## src/rtl/image_write_pkg.sv

```systemverilog
// Shared cfg-map and state encodings for the image write-back stage.
package image_write_pkg;

  // cfg bus register map
  localparam int unsigned CFG_IW_IMG_W  = 16;
  localparam int unsigned CFG_IW_IMG_DH = 17;
  localparam int unsigned CFG_IW_BASE   = 18;

  // iterations of the shift-add plane multiplier (one per operand bit)
  localparam int unsigned MUL_STEPS = 16;

  typedef enum logic [1:0] {
    IW_IDLE,
    IW_CALC,
    IW_READY,
    IW_ACTIVE
  } iw_state_t;

endpackage

```

## src/rtl/image_write_mul.sv

```systemverilog
// Sequential 16x16 shift-add multiplier: operands latched on start,
// product valid when done pulses MUL_STEPS cycles later.
module image_write_mul
  import image_write_pkg::*;
(
  input  logic        clk,
  input  logic        rst,
  input  logic        start,
  input  logic [15:0] a,
  input  logic [15:0] b,
  output logic        done,
  output logic [31:0] product
);

  logic [31:0] a_sh;
  logic [15:0] b_sh;
  logic [4:0]  cnt;
  logic        busy;

  // Add the shifted multiplicand for each set multiplier bit, LSB first
  always_ff @(posedge clk or negedge rst) begin
    if (!rst) begin
      a_sh    <= '0;
      b_sh    <= '0;
      cnt     <= '0;
      busy    <= 1'b0;
      done    <= 1'b0;
      product <= '0;
    end else begin
      done <= 1'b0;
      if (start) begin
        a_sh    <= {16'd0, a};
        b_sh    <= b;
        cnt     <= '0;
        busy    <= 1'b1;
        product <= '0;
      end else if (busy) begin
        if (b_sh[0]) product <= product + a_sh;
        a_sh <= a_sh << 1;
        b_sh <= b_sh >> 1;
        cnt  <= cnt + 5'd1;
        if (cnt == 5'(MUL_STEPS - 1)) begin
          busy <= 1'b0;
          done <= 1'b1;
        end
      end
    end
  end

endmodule

```

## src/rtl/image_write.sv

```systemverilog
// Image write-back stage: turns the depth-innermost result stream into
// memory writes at base + d*plane + h*W + w, one registered write per beat.
module image_write
  import image_write_pkg::*;
#(
  parameter int unsigned CFG_DWIDTH = 32,
  parameter int unsigned CFG_AWIDTH = 5,
  parameter int unsigned GROUP_NB   = 4,
  parameter int unsigned IMG_WIDTH  = 16,
  parameter int unsigned MEM_AWIDTH = 16
) (
  input  logic                          clk,
  input  logic                          rst,
  input  logic [CFG_DWIDTH-1:0]         cfg_data,
  input  logic [CFG_AWIDTH-1:0]         cfg_addr,
  input  logic                          cfg_valid,
  input  logic                          next,
  output logic                          next_rdy,
  input  logic [GROUP_NB*IMG_WIDTH-1:0] result_bus,
  input  logic                          result_last,
  input  logic                          result_val,
  output logic                          result_rdy,
  output logic                          wr_val,
  output logic [MEM_AWIDTH-1:0]         wr_addr,
  output logic [GROUP_NB*IMG_WIDTH-1:0] wr_data,
  output logic                          wr_last,
  output logic                          err
);

  iw_state_t state;

  logic [15:0]           w_m1, h_m1, d_m1;
  logic [MEM_AWIDTH-1:0] base;

  logic                  mul_start, mul_done;
  logic [31:0]           mul_prod, plane_full;
  logic [MEM_AWIDTH-1:0] plane, d_off, pix_addr;
  logic [15:0]           d_cnt;
  logic [31:0]           pix_cnt;

  logic cfg_hit, cfg_open, accept, final_beat;

  assign cfg_hit = cfg_valid &&
                   (cfg_addr == CFG_AWIDTH'(CFG_IW_IMG_W)  ||
                    cfg_addr == CFG_AWIDTH'(CFG_IW_IMG_DH) ||
                    cfg_addr == CFG_AWIDTH'(CFG_IW_BASE));
  assign cfg_open   = (state == IW_IDLE) || (state == IW_READY);
  assign next_rdy   = (state == IW_READY);
  assign result_rdy = (state == IW_ACTIVE);
  assign accept     = result_val && result_rdy;
  assign final_beat = (d_cnt == d_m1) && (pix_cnt == plane_full - 32'd1);
  assign plane      = plane_full[MEM_AWIDTH-1:0];

  // cfg registers, writable only while no layer is being set up or streamed
  always_ff @(posedge clk or negedge rst) begin
    if (!rst) begin
      w_m1 <= '0;
      h_m1 <= '0;
      d_m1 <= '0;
      base <= '0;
    end else if (cfg_valid && cfg_open) begin
      if (cfg_addr == CFG_AWIDTH'(CFG_IW_IMG_W)) w_m1 <= cfg_data[15:0];
      if (cfg_addr == CFG_AWIDTH'(CFG_IW_IMG_DH)) begin
        d_m1 <= cfg_data[31:16];
        h_m1 <= cfg_data[15:0];
      end
      if (cfg_addr == CFG_AWIDTH'(CFG_IW_BASE)) base <= cfg_data[MEM_AWIDTH-1:0];
    end
  end

  // mul_start is registered so the multiplier sees the just-written cfg values
  image_write_mul u_mul (
    .clk     (clk),
    .rst     (rst),
    .start   (mul_start),
    .a       (w_m1 + 16'd1),
    .b       (h_m1 + 16'd1),
    .done    (mul_done),
    .product (mul_prod)
  );

  // Layer FSM with incremental address counters and the registered write port
  always_ff @(posedge clk or negedge rst) begin
    if (!rst) begin
      state      <= IW_IDLE;
      mul_start  <= 1'b0;
      plane_full <= '0;
      d_cnt      <= '0;
      pix_cnt    <= '0;
      d_off      <= '0;
      pix_addr   <= '0;
      wr_val     <= 1'b0;
      wr_addr    <= '0;
      wr_data    <= '0;
      wr_last    <= 1'b0;
      err        <= 1'b0;
    end else begin
      mul_start <= 1'b0;
      wr_val    <= 1'b0;
      wr_last   <= 1'b0;
      unique case (state)
        IW_IDLE: begin
          if (cfg_hit) begin
            state     <= IW_CALC;
            mul_start <= 1'b1;
          end
        end
        IW_CALC: begin
          if (mul_done) begin
            state      <= IW_READY;
            plane_full <= mul_prod;
          end
        end
        IW_READY: begin
          if (cfg_hit) begin
            state     <= IW_CALC;
            mul_start <= 1'b1;
          end else if (next) begin
            state    <= IW_ACTIVE;
            err      <= 1'b0;
            d_cnt    <= '0;
            pix_cnt  <= '0;
            d_off    <= '0;
            pix_addr <= base;
          end
        end
        IW_ACTIVE: begin
          if (accept) begin
            wr_val  <= 1'b1;
            wr_addr <= pix_addr + d_off;
            wr_data <= result_bus;
            wr_last <= final_beat;
            if (result_last != final_beat) err <= 1'b1;
            // depth is innermost: plane stride per beat, pixel step on depth wrap
            if (d_cnt == d_m1) begin
              d_cnt    <= '0;
              d_off    <= '0;
              pix_cnt  <= pix_cnt + 32'd1;
              pix_addr <= pix_addr + MEM_AWIDTH'(1);
            end else begin
              d_cnt <= d_cnt + 16'd1;
              d_off <= d_off + plane;
            end
            if (final_beat) state <= IW_READY;
          end
        end
      endcase
    end
  end

endmodule
```

## config.mk

```make
export PLATFORM = sky130hd
export DESIGN_NAME = image_write
export DESIGN_NICKNAME = d
export VERILOG_FILES = /design/src/rtl/image_write_pkg.sv /design/src/rtl/image_write_mul.sv /design/src/rtl/image_write.sv
export SDC_FILE = /design/constraint.sdc
export NUM_CORES = 1
export LEC_CHECK = 0
export CORE_MARGIN = 1
export CORE_UTILIZATION = 35
export CTS_BUF_LIST = sky130_fd_sc_hd__clkbuf_8 sky130_fd_sc_hd__clkbuf_16
export CTS_CLUSTER_DIAMETER = 120
export CTS_CLUSTER_SIZE = 10
export DETAILED_ROUTE_END_ITERATION = 16
export GPL_TIMING_DRIVEN = 0
export PLACE_DENSITY_LB_ADDON = 0.05
export SLEW_MARGIN = 25
export SYNTH_ARGS = -nofsm -noshare
export SYNTH_HDL_FRONTEND = slang
export SYNTH_HIERARCHICAL = 1
export SYNTH_SLANG_ARGS = --single-unit
export TNS_END_PERCENT = 100
```

## constraint.sdc

```tcl
create_clock -name clk -period 6.1 [get_ports clk]
set_clock_uncertainty 0.15 [all_clocks]
set_input_delay 1.525 -clock clk [delete_from_list [all_inputs] [get_ports clk]]
set_output_delay 1.525 -clock clk [all_outputs]
set_load 0.01 [all_outputs]
```

# ---- Word-level counts from Yosys, hierarchy flattened
# Cells that the tools add are included.
dict set report totals {
  regBits 349
  in_bits 107
  word_cells 124
}
dict set report classes {
  addsub 10
  n_eq_ne 19
  muxes 51
  n_reduce_logical 22
}
# cell n
set ops {}
lappend ops {{$mux 32} 9}
lappend ops {{$mux 16} 12}
lappend ops {{$pmux 16 s2} 3}
lappend ops {{$add 16x1->16 const B} 4}
lappend ops {{$pmux 32 s2} 1}
lappend ops {{$add 16x16->16} 2}
lappend ops {{$add 32x1->32 const B} 1}
lappend ops {{$add 32x32->32} 1}
lappend ops {{$eq 32x32->1} 1}
lappend ops {{$sub 32x1->32 const B} 1}
lappend ops {{$eq 16x16->1} 1}
lappend ops {{$mux 1} 16}
lappend ops {{$eq 5x5->1 const B} 3}
lappend ops {{$reduce_and 5->1} 3}
lappend ops {{$mux 2} 6}
lappend ops {{$reduce_and 2->1} 6}
lappend ops {{$mux 5} 2}
lappend ops {{$ne 2x1->1 const B} 5}
lappend ops {{$pmux 2 s4} 1}
lappend ops {{$ne 2x2->1 const B} 3}
lappend ops {{$reduce_bool 2->1} 3}
lappend ops {{$add 5x1->5 const B} 1}
lappend ops {{$eq 5x4->1 const B} 1}
lappend ops {{$eq 2x2->1 const B} 2}
lappend ops {{9 further kinds} 14}

# ---- Logic depth before layout (Yosys ltp)
dict set report logic_depth {
  depth_word 7
  depth_mapped 12
  mapped_depth_nobuf 12
}

# ---- By module
# Netlist, hierarchy kept.
# mod n_inst cells_per_inst area_each_um2 seq_area_each_um2
set modules_own_cells {}
lappend modules_own_cells {image_write 1 1279 13708.1 6556.3}
lappend modules_own_cells {image_write_mul 1 570 5278.8 2177.1}

# ---- Worst setup path before layout
# No wires, ideal clock.
dict set report synth_timing {
  path_type {input-to-reg}
  start {input cfg_addr[4]}
  end {register pix_cnt[22]}
  setup_time_ps 78
  arrival_time_ps 3489
  t_required_ps 5872
  slack_ps 2383
  stages 8
  path_cell_list {nor3b_1 > a311oi_1 > o21ai_1 > a21oi_1 > and4_1 > nand4_1 > or3_1 > a21oi_1}
}
dict set report synth_via {
  elab_chain_cells 6
}
# item line
set synth_rtl {}
lappend synth_rtl {{from (decl)} image_write.sv:15} ;# input logic [CFG_AWIDTH-1:0] cfg_addr,
lappend synth_rtl {{$eq 5x5->1, on equally long branches} {image_write.sv:44, image_write.sv:45}}
lappend synth_rtl {{$logic_or 1x1->1} image_write.sv:44} ;# (cfg_addr == CFG_AWIDTH'(CFG_IW_IMG_W) ||
lappend synth_rtl {{$logic_or 1x1->1 (*)} image_write.sv:45} ;# cfg_addr == CFG_AWIDTH'(CFG_IW_IMG_DH) ||
lappend synth_rtl {{$logic_and 1x1->1 (*)} image_write.sv:43} ;# assign cfg_hit = cfg_valid &&
lappend synth_rtl {{$ne 2x2->1 (no source line) (*)} --}
lappend synth_rtl {{$reduce_and 5->1 (no source line) (*)} --}
lappend synth_rtl {{to (signal assigned)} image_write.sv:138} ;# pix_cnt <= pix_cnt + 32'd1;
lappend synth_rtl {{to (decl)} image_write.sv:39} ;# logic [31:0] pix_cnt;
# Mark *: on every way between the ends. The rest lies on a longest branch, timed or not.
# A chain may end at the register's enable or synchronous reset.

# ---- Final worst setup path
dict set report layout_timing {
  start {register state[0]}
  end {output result_rdy}
}
dict set report layout_via {
  elab_chain_cells 1
}
# item line
set layout_rtl {}
lappend layout_rtl {{from (decl)} image_write.sv:30} ;# iw_state_t state;
lappend layout_rtl {{from (signal assigned)} image_write.sv:85} ;# state <= IW_IDLE;
lappend layout_rtl {{from (signal assigned)} image_write.sv:104} ;# state <= IW_CALC;
lappend layout_rtl {{from (signal assigned)} image_write.sv:110} ;# state <= IW_READY;
lappend layout_rtl {{$eq 2x2->1} image_write.sv:49} ;# assign result_rdy = (state == IW_ACTIVE);
lappend layout_rtl {{to (decl)} image_write.sv:22} ;# output logic result_rdy,
# No other way between the ends.

==> flow_summary.yaml <==
pwr:
  p_leak_nw: 10.4
  vdd_drop_max_mv: 0.184
  p_per_area_mw_per_mm2: 264
cells_and_area:
  mostFrequentLayoutCells: "dfrtp_1 (349), nand2_1 (197), clkdlybuf4s50_1 (190)"
  layout.cells.most_common: "dfrtp_1"
  final_core_util: 0.433
  drive_gt1_frac: 0.116
  final_cell_area_sq_mm: 0.0230
  final_cells: 2778
  area_growth_pct: 20.9
  nNetsFinal: 2266
yosys:
  syn_inst: 1849
  synth_top_area_cell: "dfrtp_1"
  synth_cell_types: 88
  synth_top_family_by_area: "simple AND/OR/NAND/NOR gates"
  syn_area_sq_mm: 0.0190
  syn_nets: 2028
  synth_compound_area_frac: 0.120
  seq_area_frac_synth: 0.460
  synth-xor-area-share: 0.0780
  avgSynthCellArea_sq_um: 10.3
  yosysTopAreaCellShare: 0.460
  synthAdderAreaFrac: 0.0492
  synth.area.mux_share: 0.121
  yosys_warnings: 6
  synthTopCellsByArea: "dfrtp_1 (46%), mux2_2 (9.5%), ha_1 (4.5%), xnor2_1 (4.1%), nand2_1 (3.9%)"
  synthFlopType: "dfrtp_1"
  ys_ff_latch: 349
  synth_edf_count: 0
  async_reset_ff_frac: 1.00
  synthSimpleGateAreaFrac: 0.148
global_routing:
  antenna_found_initial: 2
  grt_pass1_wl_um: 84500
  grt_remaining_overflow: 0
  grt_pass1_vias: 14900
  grt_use_total: 0.192
  grt_max_degree: 84
route:
  firstDrtPassIters: 7
  drt_iter0_markers: 777
  dr_total_vias: 14500
  met2_length_um: 23900
  drtAntennaViolNets: 0
  wl_met3_um: 1920
  drc_errors: 0
  wl_met1_um: 25100
  dr.max_layer_used: "met4"
  drt-total-wl_um: 52400
  routed_via_density: 5.22
  wire_per_inst_um: 18.8
clock_tree:
  numClockSinks: 349
  cts_hold_buf: 0
  clk_latency_ps: 570
  clk_pin_slew_ps: 60
  cts_root_buf: "clkbuf_16"
  cts_tree: "done"
  cts_setup_buffers: 0
  clk_path_buf_depth: 3
  post_cts_resized: 0
  cts_buffers: 40
  htree_levels: 2
floorplanning:
  rows: 84
  core_area_sq_mm: 0.0531
  die_w_um: 235
  fp.dieH_um: 235
  start_util: 0.358
  die_area_sq_mm: 0.0552
  io_pins: 192
run_status:
  run_status: "finished clean"
placed_design:
  place_hpwl_um: 39600
  dp_cells: 2733
  port_buffers: 191
  place_congestion: 0.833
  postPlaceCellArea_sq_mm: 0.0219
timing:
  rsz0062_at_grt: "false"
  period_share: 0.809
  worst_slew_pin_slew_ps: 888
  totalNegativeSetupSlack_ps: 0
  hold_viol: 0
  relSlewSlack: 0.402
  slew_viol_final: 0
  fin_crit_ps: 4940
  setup_viol: 0
  clock.fmax_ghz: 0.203
critical_path:
  critical_path_class: "reg2out"
  path_max_fanout: 10
  required_ps: 4430
  crit_arrival_ps: 3260
  cp-start-kind: "flip-flop"
  end_kind: "primary output"
hold_path:
  worstHoldPathType: "reg2reg"
job:
  maxCapViolations: 0
==> per-layer routing <==
| metal | global-route usage | up-vias |
|---|---|---|
| met1 | 0.267 | 7090 |
| met4 | 0.0590 | 0 |
| met3 | 0.0304 | 67 |
| met5 | 0 | - |
| li1 | - | 7053 |
| met2 | 0.307 | 283 |
==> cell families (layout without fill, tap and decap cells) <==
kind of cell	after synthesis	in the layout
AND/OR/NAND/NOR	579	579
AO/OA/AOI/OAI	352	352
flip-flops	349	349
multiplexers	210	210
XOR/XNOR	169	169
buffers and inverters	117	357
adder cells (fa/ha/maj)	73	73
other	0	1
==> area by class of cell <==
class,count,area [sq um]
diodes,1,2.50
plain buffers,75,290
clock buffers,40,1000
clock inverters,4,48.8
fillers,5141,30100
inverters,42,158
multi-input cells,1383,9810
flip-flops and latches,349,8730
well taps,688,861
repair buffers,196,2050
==> per-stage QoR <==
| stage | setup WS [ps] | power (W) | hold slack [ps] |
|---|---|---|---|
| 5_1_grt | 952 | 0.00640 | 362 |
| 4_1_cts | 1130 | 0.00617 | 333 |
| 6_report | 1160 | 0.00607 | 324 |
| 2_1_floorplan | 2380 | 0.00336 | 311 |
| 3_5_place_dp | 938 | 0.00399 | 320 |
| 3_3_place_gp | -12980 | 0.00397 | 315 |
==> Yosys cell counts (4+ instances only) <==
library cell  instances
mux2i_1              49
nor4_1               12
or4_1                 5
o31ai_1               8
and4_1                8
a211o_1               4
or2_2                 6
inv_1                40
a31oi_1               6
mux2_2              161
dfrtp_1             349
o41ai_1               5
a21oi_1              95
o211ai_1             10
nor2b_1              13
nand4_1              29
ha_1                 69
a22o_1               11
o21ai_0             104
clkbuf_1             61
nor2_1              136
and2_1               13
o21a_1                6
o21ai_1               6
nand3_1              49
nor4b_1               6
nand2_1             197
o21bai_1              6
o22ai_1               7
nand3b_1              5
a21o_1               23
or3_1                21
a211oi_1             19
nand2b_1              8
xnor2_1              88
and3_1               27
buf_1                12
nor3_1               27
xor2_1               81
==> where the power goes <==
part,internal [W],switching (W)
Combinational,0.000564,0.000601
Sequential,0.00255,0.000230
Clock,0.00117,0.000959
Total,0.00428,0.00179
==> worst max-delay path: stages, from the launching register on <==
cell	delay, ps
dfrtp_1	370
clkbuf_1	310
nand2_1	310
inv_1	210
clkbuf_1	380
clkbuf_1	450
clkdlybuf4s50_1	660
==> sequential cells by signal (all words and copies together) (netlist names), 16 cells and up <==
name and cells:
base 16, d_cnt 16, d_m1 16, d_off 16, h_m1 16, pix_addr 16, pix_cnt 32, plane_full 32
u_mul/a_sh 32, u_mul/b_sh 16, u_mul/product 32, w_m1 16, wr_addr 16, wr_data 64
==> worst paths after layout <==
path | endpoint | slack [ps] | from | depth (start not counted)
hold reg to reg | wr_addr[12] | 320 | wr_addr[12] | 2
min in group asynchronous | wr_addr[9] | 700 | rst | 1
hold / removal | wr_addr[12] | 320 | wr_addr[12] | 2
setup / recovery | result_rdy | 1160 | state[0] | 6
setup reg to reg | pix_cnt[30] | 2210 | d_cnt[0] | 8
max in group asynchronous | wr_data[39] | 3920 | rst | 3
Note: power is estimated with default switching activity, not from simulation.
